$ cat src/rtl/regfile_wb_arbiter_if.sv
// Bundles the signals between regfile_wb_arbiter and the parties around it:
// the pipeline writeback stage, the long-latency unit, the issue-stage
// scoreboard queries and the register-file write port.
//   master : the requesters and consumers around the arbiter
//   slave  : the arbiter itself
interface regfile_wb_arbiter_if #(
    parameter int unsigned XLEN = 32,
    parameter int unsigned NREG = 32
);
    localparam int unsigned AW = $clog2(NREG);

    // Writeback stage request (no backpressure)
    logic            wb_valid;
    logic [AW-1:0]   wb_addr;
    logic [XLEN-1:0] wb_data;
    // Long-latency request, held stable until accepted
    logic            ll_valid;
    logic [AW-1:0]   ll_addr;
    logic [XLEN-1:0] ll_data;
    logic            ll_ready;
    // Scoreboard set and queries
    logic            sb_set;
    logic [AW-1:0]   sb_addr;
    logic [AW-1:0]   chk_a1;
    logic [AW-1:0]   chk_a2;
    logic            busy1;
    logic            busy2;
    // Pipeline hold request and protocol error flag
    logic            pipe_stall;
    logic            err_stall_viol;
    // Register-file write port
    logic            rf_we;
    logic [AW-1:0]   rf_a3;
    logic [XLEN-1:0] rf_wd3;

    modport master (
        output wb_valid, wb_addr, wb_data,
        output ll_valid, ll_addr, ll_data,
        input  ll_ready,
        output sb_set, sb_addr, chk_a1, chk_a2,
        input  busy1, busy2,
        input  pipe_stall, err_stall_viol,
        input  rf_we, rf_a3, rf_wd3
    );

    modport slave (
        input  wb_valid, wb_addr, wb_data,
        input  ll_valid, ll_addr, ll_data,
        output ll_ready,
        input  sb_set, sb_addr, chk_a1, chk_a2,
        output busy1, busy2,
        output pipe_stall, err_stall_viol,
        output rf_we, rf_a3, rf_wd3
    );
endinterface

$ cat src/rtl/regfile_wb_arbiter.sv
// Shares the single register-file write port between the in-order WB stage
// (always highest priority) and a long-latency unit. Keeps a busy scoreboard
// of pending long-latency destinations and stalls the pipeline when the
// long-latency requester has been refused STARVE_MAX cycles in a row.
// Ports:
//   clk   : clock, rising edge
//   reset : asynchronous active-low reset
//   bus   : regfile_wb_arbiter_if slave modport (WB/LL requests, ll_ready,
//           scoreboard set/query, pipe_stall, err_stall_viol, rf write port)
module regfile_wb_arbiter #(
    parameter int unsigned XLEN       = 32,
    parameter int unsigned NREG       = 32,
    parameter int unsigned STARVE_MAX = 4
) (
    input logic                 clk,
    input logic                 reset,
    regfile_wb_arbiter_if.slave bus
);
    localparam int unsigned AW        = $clog2(NREG);
    localparam logic [3:0]  StarveMax = 4'(STARVE_MAX);

    typedef enum logic [1:0] {StIdle, StWait, StForce} state_e;

    state_e          state_q;
    logic [3:0]      cnt_q;
    logic            pipe_stall_q;
    logic            err_q;
    logic            rf_we_q;
    logic [AW-1:0]   rf_a3_q;
    logic [XLEN-1:0] rf_wd3_q;
    logic [NREG-1:0] busy_q, busy_d;

    logic       ll_ready;
    logic       ll_hs;
    logic       ll_refused;
    logic [3:0] cnt_inc;

    // LL is accepted whenever WB is silent; held low while in reset.
    assign ll_ready   = reset & ~bus.wb_valid;
    assign ll_hs      = bus.ll_valid & ll_ready;
    assign ll_refused = bus.ll_valid & ~ll_ready;
    assign cnt_inc    = cnt_q + 4'd1;

    assign bus.ll_ready       = ll_ready;
    assign bus.pipe_stall     = pipe_stall_q;
    assign bus.err_stall_viol = err_q;
    assign bus.rf_we          = rf_we_q;
    assign bus.rf_a3          = rf_a3_q;
    assign bus.rf_wd3         = rf_wd3_q;
    assign bus.busy1          = (bus.chk_a1 != '0) & busy_q[bus.chk_a1];
    assign bus.busy2          = (bus.chk_a2 != '0) & busy_q[bus.chk_a2];

    // Clear for the accepted LL destination first, then set, so a same-cycle
    // set of the same register leaves it busy.
    always_comb begin
        busy_d = busy_q;
        if (ll_hs) begin
            busy_d[bus.ll_addr] = 1'b0;
        end
        if (bus.sb_set && (bus.sb_addr != '0)) begin
            busy_d[bus.sb_addr] = 1'b1;
        end
    end

    // Write port, scoreboard and sticky protocol error.
    always_ff @(posedge clk or negedge reset) begin
        if (!reset) begin
            rf_we_q  <= 1'b0;
            rf_a3_q  <= '0;
            rf_wd3_q <= '0;
            busy_q   <= '0;
            err_q    <= 1'b0;
        end else begin
            busy_q <= busy_d;
            err_q  <= err_q | (bus.wb_valid & pipe_stall_q);
            if (bus.wb_valid) begin
                rf_we_q  <= (bus.wb_addr != '0);
                rf_a3_q  <= bus.wb_addr;
                rf_wd3_q <= bus.wb_data;
            end else if (ll_hs) begin
                rf_we_q  <= (bus.ll_addr != '0);
                rf_a3_q  <= bus.ll_addr;
                rf_wd3_q <= bus.ll_data;
            end else begin
                rf_we_q <= 1'b0;
            end
        end
    end

    // Starvation FSM; cnt_q counts consecutive refused LL cycles.
    always_ff @(posedge clk or negedge reset) begin
        if (!reset) begin
            state_q      <= StIdle;
            cnt_q        <= '0;
            pipe_stall_q <= 1'b0;
        end else begin
            unique case (state_q)
                StIdle: begin
                    if (ll_refused) begin
                        cnt_q <= 4'd1;
                        if (StarveMax == 4'd1) begin
                            state_q      <= StForce;
                            pipe_stall_q <= 1'b1;
                        end else begin
                            state_q <= StWait;
                        end
                    end
                end
                StWait: begin
                    // Dropping ll_valid here is illegal; recover to idle.
                    if (!bus.ll_valid || ll_hs) begin
                        state_q <= StIdle;
                        cnt_q   <= '0;
                    end else begin
                        cnt_q <= cnt_inc;
                        if (cnt_inc == StarveMax) begin
                            state_q      <= StForce;
                            pipe_stall_q <= 1'b1;
                        end
                    end
                end
                StForce: begin
                    // A WB write here still wins; err_q records the violation.
                    if (!bus.ll_valid || ll_hs) begin
                        state_q      <= StIdle;
                        cnt_q        <= '0;
                        pipe_stall_q <= 1'b0;
                    end
                end
                default: begin
                    state_q      <= StIdle;
                    cnt_q        <= '0;
                    pipe_stall_q <= 1'b0;
                end
            endcase
        end
    end
endmodule

$ cat src/flat_wrapper.sv
// flat-port wrapper written by rule: the top's interface ports become plain ports
module regfile_wb_arbiter_flat 
#(
    parameter int unsigned XLEN       = 32,
    parameter int unsigned NREG       = 32,
    parameter int unsigned STARVE_MAX = 4
)
  (clk, reset, bus_wb_valid, bus_wb_addr, bus_wb_data, bus_ll_valid, bus_ll_addr, bus_ll_data, bus_ll_ready, bus_sb_set, bus_sb_addr, bus_chk_a1, bus_chk_a2, bus_busy1, bus_busy2, bus_pipe_stall, bus_err_stall_viol, bus_rf_we, bus_rf_a3, bus_rf_wd3);
  regfile_wb_arbiter_if #(.XLEN(XLEN), .NREG(NREG)) bus_i ();
  input logic clk;
  input logic reset;
  input wire logic [$bits(bus_i.wb_valid)-1:0] bus_wb_valid;
  input wire logic [$bits(bus_i.wb_addr)-1:0] bus_wb_addr;
  input wire logic [$bits(bus_i.wb_data)-1:0] bus_wb_data;
  input wire logic [$bits(bus_i.ll_valid)-1:0] bus_ll_valid;
  input wire logic [$bits(bus_i.ll_addr)-1:0] bus_ll_addr;
  input wire logic [$bits(bus_i.ll_data)-1:0] bus_ll_data;
  output wire logic [$bits(bus_i.ll_ready)-1:0] bus_ll_ready;
  input wire logic [$bits(bus_i.sb_set)-1:0] bus_sb_set;
  input wire logic [$bits(bus_i.sb_addr)-1:0] bus_sb_addr;
  input wire logic [$bits(bus_i.chk_a1)-1:0] bus_chk_a1;
  input wire logic [$bits(bus_i.chk_a2)-1:0] bus_chk_a2;
  output wire logic [$bits(bus_i.busy1)-1:0] bus_busy1;
  output wire logic [$bits(bus_i.busy2)-1:0] bus_busy2;
  output wire logic [$bits(bus_i.pipe_stall)-1:0] bus_pipe_stall;
  output wire logic [$bits(bus_i.err_stall_viol)-1:0] bus_err_stall_viol;
  output wire logic [$bits(bus_i.rf_we)-1:0] bus_rf_we;
  output wire logic [$bits(bus_i.rf_a3)-1:0] bus_rf_a3;
  output wire logic [$bits(bus_i.rf_wd3)-1:0] bus_rf_wd3;
  assign bus_i.wb_valid = bus_wb_valid;
  assign bus_i.wb_addr = bus_wb_addr;
  assign bus_i.wb_data = bus_wb_data;
  assign bus_i.ll_valid = bus_ll_valid;
  assign bus_i.ll_addr = bus_ll_addr;
  assign bus_i.ll_data = bus_ll_data;
  assign bus_ll_ready = bus_i.ll_ready;
  assign bus_i.sb_set = bus_sb_set;
  assign bus_i.sb_addr = bus_sb_addr;
  assign bus_i.chk_a1 = bus_chk_a1;
  assign bus_i.chk_a2 = bus_chk_a2;
  assign bus_busy1 = bus_i.busy1;
  assign bus_busy2 = bus_i.busy2;
  assign bus_pipe_stall = bus_i.pipe_stall;
  assign bus_err_stall_viol = bus_i.err_stall_viol;
  assign bus_rf_we = bus_i.rf_we;
  assign bus_rf_a3 = bus_i.rf_a3;
  assign bus_rf_wd3 = bus_i.rf_wd3;
  regfile_wb_arbiter #(.XLEN(XLEN), .NREG(NREG), .STARVE_MAX(STARVE_MAX)) u_core (.clk(clk), .reset(reset), .bus(bus_i));
endmodule
$ cat config.mk
export PLATFORM = sky130hd
export DESIGN_NAME = regfile_wb_arbiter_flat
export DESIGN_NICKNAME = d
export VERILOG_FILES = /design/src/rtl/regfile_wb_arbiter_if.sv /design/src/rtl/regfile_wb_arbiter.sv /design/src/flat_wrapper.sv
export SDC_FILE = /design/constraint.sdc
export NUM_CORES = 1
export LEC_CHECK = 0
export ABC_AREA = 1
export CAP_MARGIN = 30
export CORE_MARGIN = 2
export CORE_UTILIZATION = 42
export DETAILED_ROUTE_END_ITERATION = 16
export PLACE_DENSITY_LB_ADDON = 0.1
export SYNTH_ARGS = -nofsm -noshare
export SYNTH_HDL_FRONTEND = slang
export SYNTH_SLANG_ARGS = --single-unit
$ cat constraint.sdc
create_clock -name clk -period 1.9 [get_ports clk]
set_input_delay 0.38 -clock clk [delete_from_list [all_inputs] [get_ports clk]]
set_output_delay 0.38 -clock clk [all_outputs]
set_load 0.03 [all_outputs]
==> summary.txt <==
Worst EP required: 1520 ps
Crit share post-route: 97.9%
WL per Instance: 15.3 µm
Yosys top cell area share: 43.9%
Setup crit end kind: primary output
Worst-Margin Slew: 466 ps
Pwr dens: 767 mW/mm²
Max VDD drop: 0.455 mV
Global Route Usage Sum: 24.7%
Initial Util: 43.2%
Largest net degree at the start of global routing: 44
Post-cts hold buffer count: 0
Placed inst area: 0.00606 mm²
Placed cell count: 856
H-tree depth: 3
PortBufs: 136
Finish-stage setup viols: 0
Top post-synthesis cells by area: dfrtp_1, nand2_1, o31ai_2, nand3_1, o21ai_0
Layout filler cell count: 962
Fin util: 62.2%
Initial antenna violation count: 0
Grt total ovfl: 0
Routed vias/inst: 5.21
Drt pass-1 iters: 5
Total CTS buffers: 9
Antenna Nets Post-Route: 0
Status: complete, no violations
Final hold violations: 0
Cell area after layout: 0.00639 mm²
Total of max-cap violations: 0
#FFs+latches synth: 78
Maximum clock frequency: 538 MHz
Die ar.: 0.0114 mm²
Final cell count without fillers: 883
Post-synth top area cell: dfrtp_1
Clock Sinks: 78
DR iter-0 viols: 255
Kind of critical path: primary input to primary output
Relative slew slack: 68.9%
Share of layout cells above drive strength 1: 16.6%
GPL Wtd Cong: 0.937
Crit Reg-Reg Endpoint: u_core.bus.pipe_stall
Multi-input logic area: 0.00215 mm²
CTS max path bufs: 2
Die height: 107 µm
Hold Path Class: primary input to async pin
Placement Rows: 37
CTS tree: built
Register Area: 0.00195 mm²
Clk Latency, worst-skew pair: 350 ps
Startpoint Class: primary input
Area grow syn2layout: 43.9%
Cells on worst reg2reg path: 7
Final Max Slew Viols: 0
Clock-pin transition on the worst setup and hold timing paths: 80 ps
PnR worst setup slack: 39.9 ps
Diodes inserted: 0
Post-route minimum period: 1860 ps
Core outline area: 0.0103 mm²
Final HPWL DP: 9880 µm
Leak: 2.92 nW
R2r startpoint: u_core.cnt_q[0]
Average size of a mapped cell: 7.62 µm²
Unique cell type count in the Yosys netlist: 32
Synthesis Warnings: 0
Seq/Total Area, Yosys: 43.9%
# DRC: 0
Setup slack after placement: -281 ps
Die span in x: 107 µm
Total routed wirelength: 13500 µm
Flop-to-flop setup slack: 540 ps
Syn Std Cell Area: 0.00444 mm²
RSZ-0062 raised after global routing: yes
Nets: 839
Setup Skew: 2.96 ps
Worst EP arrival: 1480 ps
Global-route wire length before repair: 22200 µm
Root Buffer: clkbuf_8
IO Count: 137
Crit-path max FO: 3
Vias in the first global route: 4598
Net Count, Synth: 679
Via count: 4600
Syn Inst Count: 583
## layout by cell type (no fill, tap or decap), types with 3 or more instances in the layout
master,count
a21oi_1,5
buf_12,4
buf_4,28
buf_6,6
clkbuf_8,11
clkdlybuf4s50_1,124
clkinvlp_4,4
dfrtp_1,78
dlygate4sd2_1,3
inv_1,40
inv_2,17
inv_4,4
nand2_1,150
nand2_2,3
nand3_1,64
nand3_2,4
nor2_1,70
nor2_2,3
o21ai_0,67
o21ai_1,3
o31ai_2,30
## per-layer routing
metal / up-vias / GRT usage, % / routed length [µm]
met5: - / 0 / 0
met4: 0 / 10.1 / 365
met3: 40 / 6.69 / 988
met2: 178 / 41.1 / 6540
met1: 2151 / 30.5 / 5580
li1: 2231 / - / -
## registers in the layout, indices dropped and copies added (netlist names)
name	cells
u_core.bus.rf_wd3	32
u_core.bus.rf_a3	5
u_core.bus.rf_we	1
u_core.state_q	2
u_core.busy_q	32
u_core.bus.pipe_stall	1
u_core.bus.err_stall_viol	1
u_core.cnt_q	4
## kinds of logic after synthesis
logic type | Yosys count | share of synthesized area (%)
buffers and inverters | 86 | 8.50
adder cells (fa/ha/maj) | 2 | 0.563
flip-flops | 78 | 43.9
AND/OR/NAND/NOR | 300 | 28.0
AO/OA/AOI/OAI | 115 | 18.6
XOR/XNOR | 2 | 0.394
## power breakdown
group | internal [mW] | switching (mW)
clock network | 0.537 | 0.585
logic | 0.739 | 0.925
registers | 1.93 | 0.186
total | 3.21 | 1.70
## repair_timing
item                       CTS  global route
setup buffers                0             7
setup endpoints to repair    2             2
gates cloned                 5             0
pin swaps                    1            10
gates resized for setup     30            30
## critical path, stage by stage
cell           delay, ps
dlygate4sd2_1        300
inv_1                120
buf_4                140
nand3_1              110
nand3_1              100
nand2_1               70
nand2_1               50
nand2_1               80
buf_6                130
## worst max path at each step
stage                                 start        end  slack [ps]  cells after the start
after floorplan               bus_chk_a1[0]  bus_busy1         170                     12
after global placement        bus_chk_a1[0]  bus_busy1        -270                     12
after detailed placement      bus_chk_a1[0]  bus_busy1        -280                     12
after CTS                  u_core.busy_q[0]  bus_busy2           6                     11
after global routing      u_core.busy_q[23]  bus_busy2         -70                     11
final                         bus_chk_a2[2]  bus_busy2          40                      9
## per-stage QoR
step / hold slack, ps / setup TNS (ps) / total power, mW
after floorplan: 84.4 / 0 / 2.99
after global placement: 444 / -563 / 3.67
after detailed placement: 444 / -750 / 3.70
after CTS: 85.1 / 0 / 4.87
after global routing: 125 / -123 / 5.22
final: 97.8 / 0 / 4.91
## Yosys cell counts
library cell	n
o211ai_1	2
o21ai_2	1
dfrtp_1	78
buf_6	4
ha_1	2
nor4_1	1
o21ai_0	67
clkbuf_1	5
nand3_1	68
o31ai_2	30
a21o_1	1
nand2_1	152
nand4_1	1
nor2_8	1
a31oi_1	2
clkinv_1	2
xor2_1	1
o221ai_1	1
nand2_4	1
a21oi_1	5
buf_2	13
nor2_1	74
inv_2	3
inv_1	56
a22o_1	1
buf_4	1
o21ai_1	3
inv_4	2
xnor2_1	1
o31ai_1	2
or2_2	1
nand2_2	1
## layout make-up
class	count	share of cell area, %
Multi-Input combinational cell	419	33.7
Sequential cell	78	30.5
Timing Repair Buffer	170	26.2
Inverter	63	3.95
Tap cell	136	2.66
Clock buffer	12	2.43
Clock inverter	3	0.313
Timing Repair inverter	2	0.235
No activity file was read; power rests on OpenSTA's default activity.
==> variant (config.mk and constraints unchanged) <==
`XLEN` is set to 32 in 3 places; all go to 64.
--- a/src/rtl/regfile_wb_arbiter_if.sv
+++ b/src/rtl/regfile_wb_arbiter_if.sv
@@ -6,3 +6,3 @@
 interface regfile_wb_arbiter_if #(
-    parameter int unsigned XLEN = 32,
+    parameter int unsigned XLEN = 64,
     parameter int unsigned NREG = 32
--- a/src/rtl/regfile_wb_arbiter.sv
+++ b/src/rtl/regfile_wb_arbiter.sv
@@ -10,3 +10,3 @@
 module regfile_wb_arbiter #(
-    parameter int unsigned XLEN       = 32,
+    parameter int unsigned XLEN       = 64,
     parameter int unsigned NREG       = 32,
--- a/src/flat_wrapper.sv
+++ b/src/flat_wrapper.sv
@@ -3,3 +3,3 @@
 #(
-    parameter int unsigned XLEN       = 32,
+    parameter int unsigned XLEN       = 64,
     parameter int unsigned NREG       = 32,
Ports: changed (resized bus_ll_data, bus_rf_wd3 and bus_wb_data); port bits go from 137 to 233. The function was not compared with the original's and may differ.
==> variant against the original RTL <==
  * Register-to-register slack is essentially flat
  * Sequential cell count grew 32
  * Total power grew 42%
  * Critical path type unchanged
  * Non-clock buffer count grew 96
  * Routed wire length grew 28%
  * Area after synthesis grew 36%
  * First-iteration DRC count grew 39%
  * Largest cell class unchanged
  * Design area grew 41%
  * Clock skew is essentially flat
  * Utilization grew 2.3 points
  * Setup slack gained 0.033 ns
  * Largest power group unchanged
  * Clock power grew 59%
  * Count of clock-buffer cells in the layout shrank 1
==> variant: results (changes against the original RTL) <==
- Result of the run: finished, final reports clean
- Critical path peak fanout: 8 (+5)
- VDD IR-drop max: 0.548 mV (+20%)
- Number of nets in the finished design: 1,161 (+38%)
- Data arrival time of the critical path: 1.45 ns (-0.03 ns)
* Placed wire-length estimate: 13.1 mm (+33%)
- Quantity of I/O buffers inserted on ports: 232 (+71%)
- The final routed wire length divided by cell count was 14.6 um (-4.5%).
* Top cells by instance count after synthesis: sky130_fd_sc_hd__nand2_1, sky130_fd_sc_hd__o21ai_0, sky130_fd_sc_hd__dfrtp_1
- Vias in the first global route: 5,814 (+26%)
- Total nets after synthesis: 919 (+35%)
* Library cells used by synthesis: 31 (-3.1%)
- Core box area: 13,900 um^2 (+36%)
- Static Leakage: 3.88 nW (+33%)
- Average cell area after synthesis: 7.95 um^2 (+4.3%)
- The tree is rooted in a sky130_fd_sc_hd__clkbuf_16.
* Number of detailed-routing iterations run before antenna repair: 9 (+4)
* Iteration-0 DRC count of the detailed router: 355 (+39%)
* Maximum clock skew at final layout: 0.00309 ns (+0.000126 ns)
- Proportion of synthesized chip area in sequential cells: 0.456 (+0.0171)
- The cell area reported after detailed placement was 8620 um^2 (+42%).
- The wire length after detailed routing is 17.3 mm (+28%).
* Insertion delay to the later sink of the worst-skew pair: 0.34 ns
- Worst setup slack after placement: -0.262 ns (+0.0191 ns)
* Number of cells on the worst reg-to-reg path: 3 (-4)
* Max FFs per register: 64
- GRT Resource Usage Total: 0.238 (-0.00980)
- The final weighted congestion of routability-driven global placement was 0.897 (-4.3%).
- Maximum number of pins on one net before global-route repair: 111 (+150%)
- Transition time at the pin with the least slew margin: 0.599 ns (+0.133 ns)
==> variant: changes by cell type in the layout (fill, tap and decap cells not counted), moves of 32 or more <==
cell	before	now
sky130_fd_sc_hd__nand2_1	150	183
sky130_fd_sc_hd__o21a_1	0	67
sky130_fd_sc_hd__clkdlybuf4s50_1	124	220
sky130_fd_sc_hd__dfrtp_1	78	110
sky130_fd_sc_hd__nor2_1	70	8
sky130_fd_sc_hd__o21ai_0	67	132
sky130_fd_sc_hd__or2_2	1	42
==> variant: cell type report <==
cell class | instances | area [um^2]
fillers | 1269 | 4950
flip-flops and latches | 110 | 2750
well taps | 180 | 225
clock inverters | 4 | 22.5
repair inverters | 2 | 8.76
inverters | 62 | 238
clock buffers | 11 | 253
multi-input cells | 550 | 2830
repair buffers | 266 | 2660
==> variant: final timing paths <==
kind | startpoint | endpoint | slack, ns
setup / recovery | bus_chk_a1[1] | bus_busy1 | 0.07
hold / removal | reset | u_core.bus.rf_a3[4]$_DFFE_PN0P_ | 0.10
setup reg to reg | u_core.state_q[0]$_DFFE_PN0P_ | u_core.cnt_q[0]$_DFFE_PN0P_ | 0.54
hold reg to reg | u_core.bus.err_stall_viol$_DFF_PN0_ | u_core.bus.err_stall_viol$_DFF_PN0_ | 0.46
max in group asynchronous | reset | u_core.state_q[0]$_DFFE_PN0P_ | 1.34
min in group clk | u_core.bus.err_stall_viol$_DFF_PN0_ | u_core.bus.err_stall_viol$_DFF_PN0_ | 0.46
==> variant: timing repair <==
item	in CTS	in global routing
resized for setup	19	26
gates cloned	2	0
setup buffers	0	6
pin swaps	0	15
endpoints found under the setup margin	2	2
==> variant: logic make-up after synthesis <==
family                   count (synthesis)  synth area share
flip-flops                             110             0.456
AND/OR/NAND/NOR                        336             0.255
adder cells (fa/ha/maj)                  2           0.00415
AO/OA/AOI/OAI                          210             0.205
XOR/XNOR                                 2           0.00290
buffers and inverters                   99            0.0772
==> variant: layer usage <==
layer	vias up	part of all wire	wire length [um]	GRT usage
met2	207	0.49	8550	0.412
li1	2986	-	-	-
met1	2709	0.40	6930	0.285
met3	19	0.088	1510	0.0760
met4	0	0.017	289	0.0611
met5	-	0	0	0
==> variant: power by group <==
part           switching, W  total, W  internal [W]
sequential         0.000214   0.00291       0.00269
clock              0.000832   0.00178      0.000948
combinational       0.00120   0.00226       0.00107
total               0.00224   0.00695       0.00471
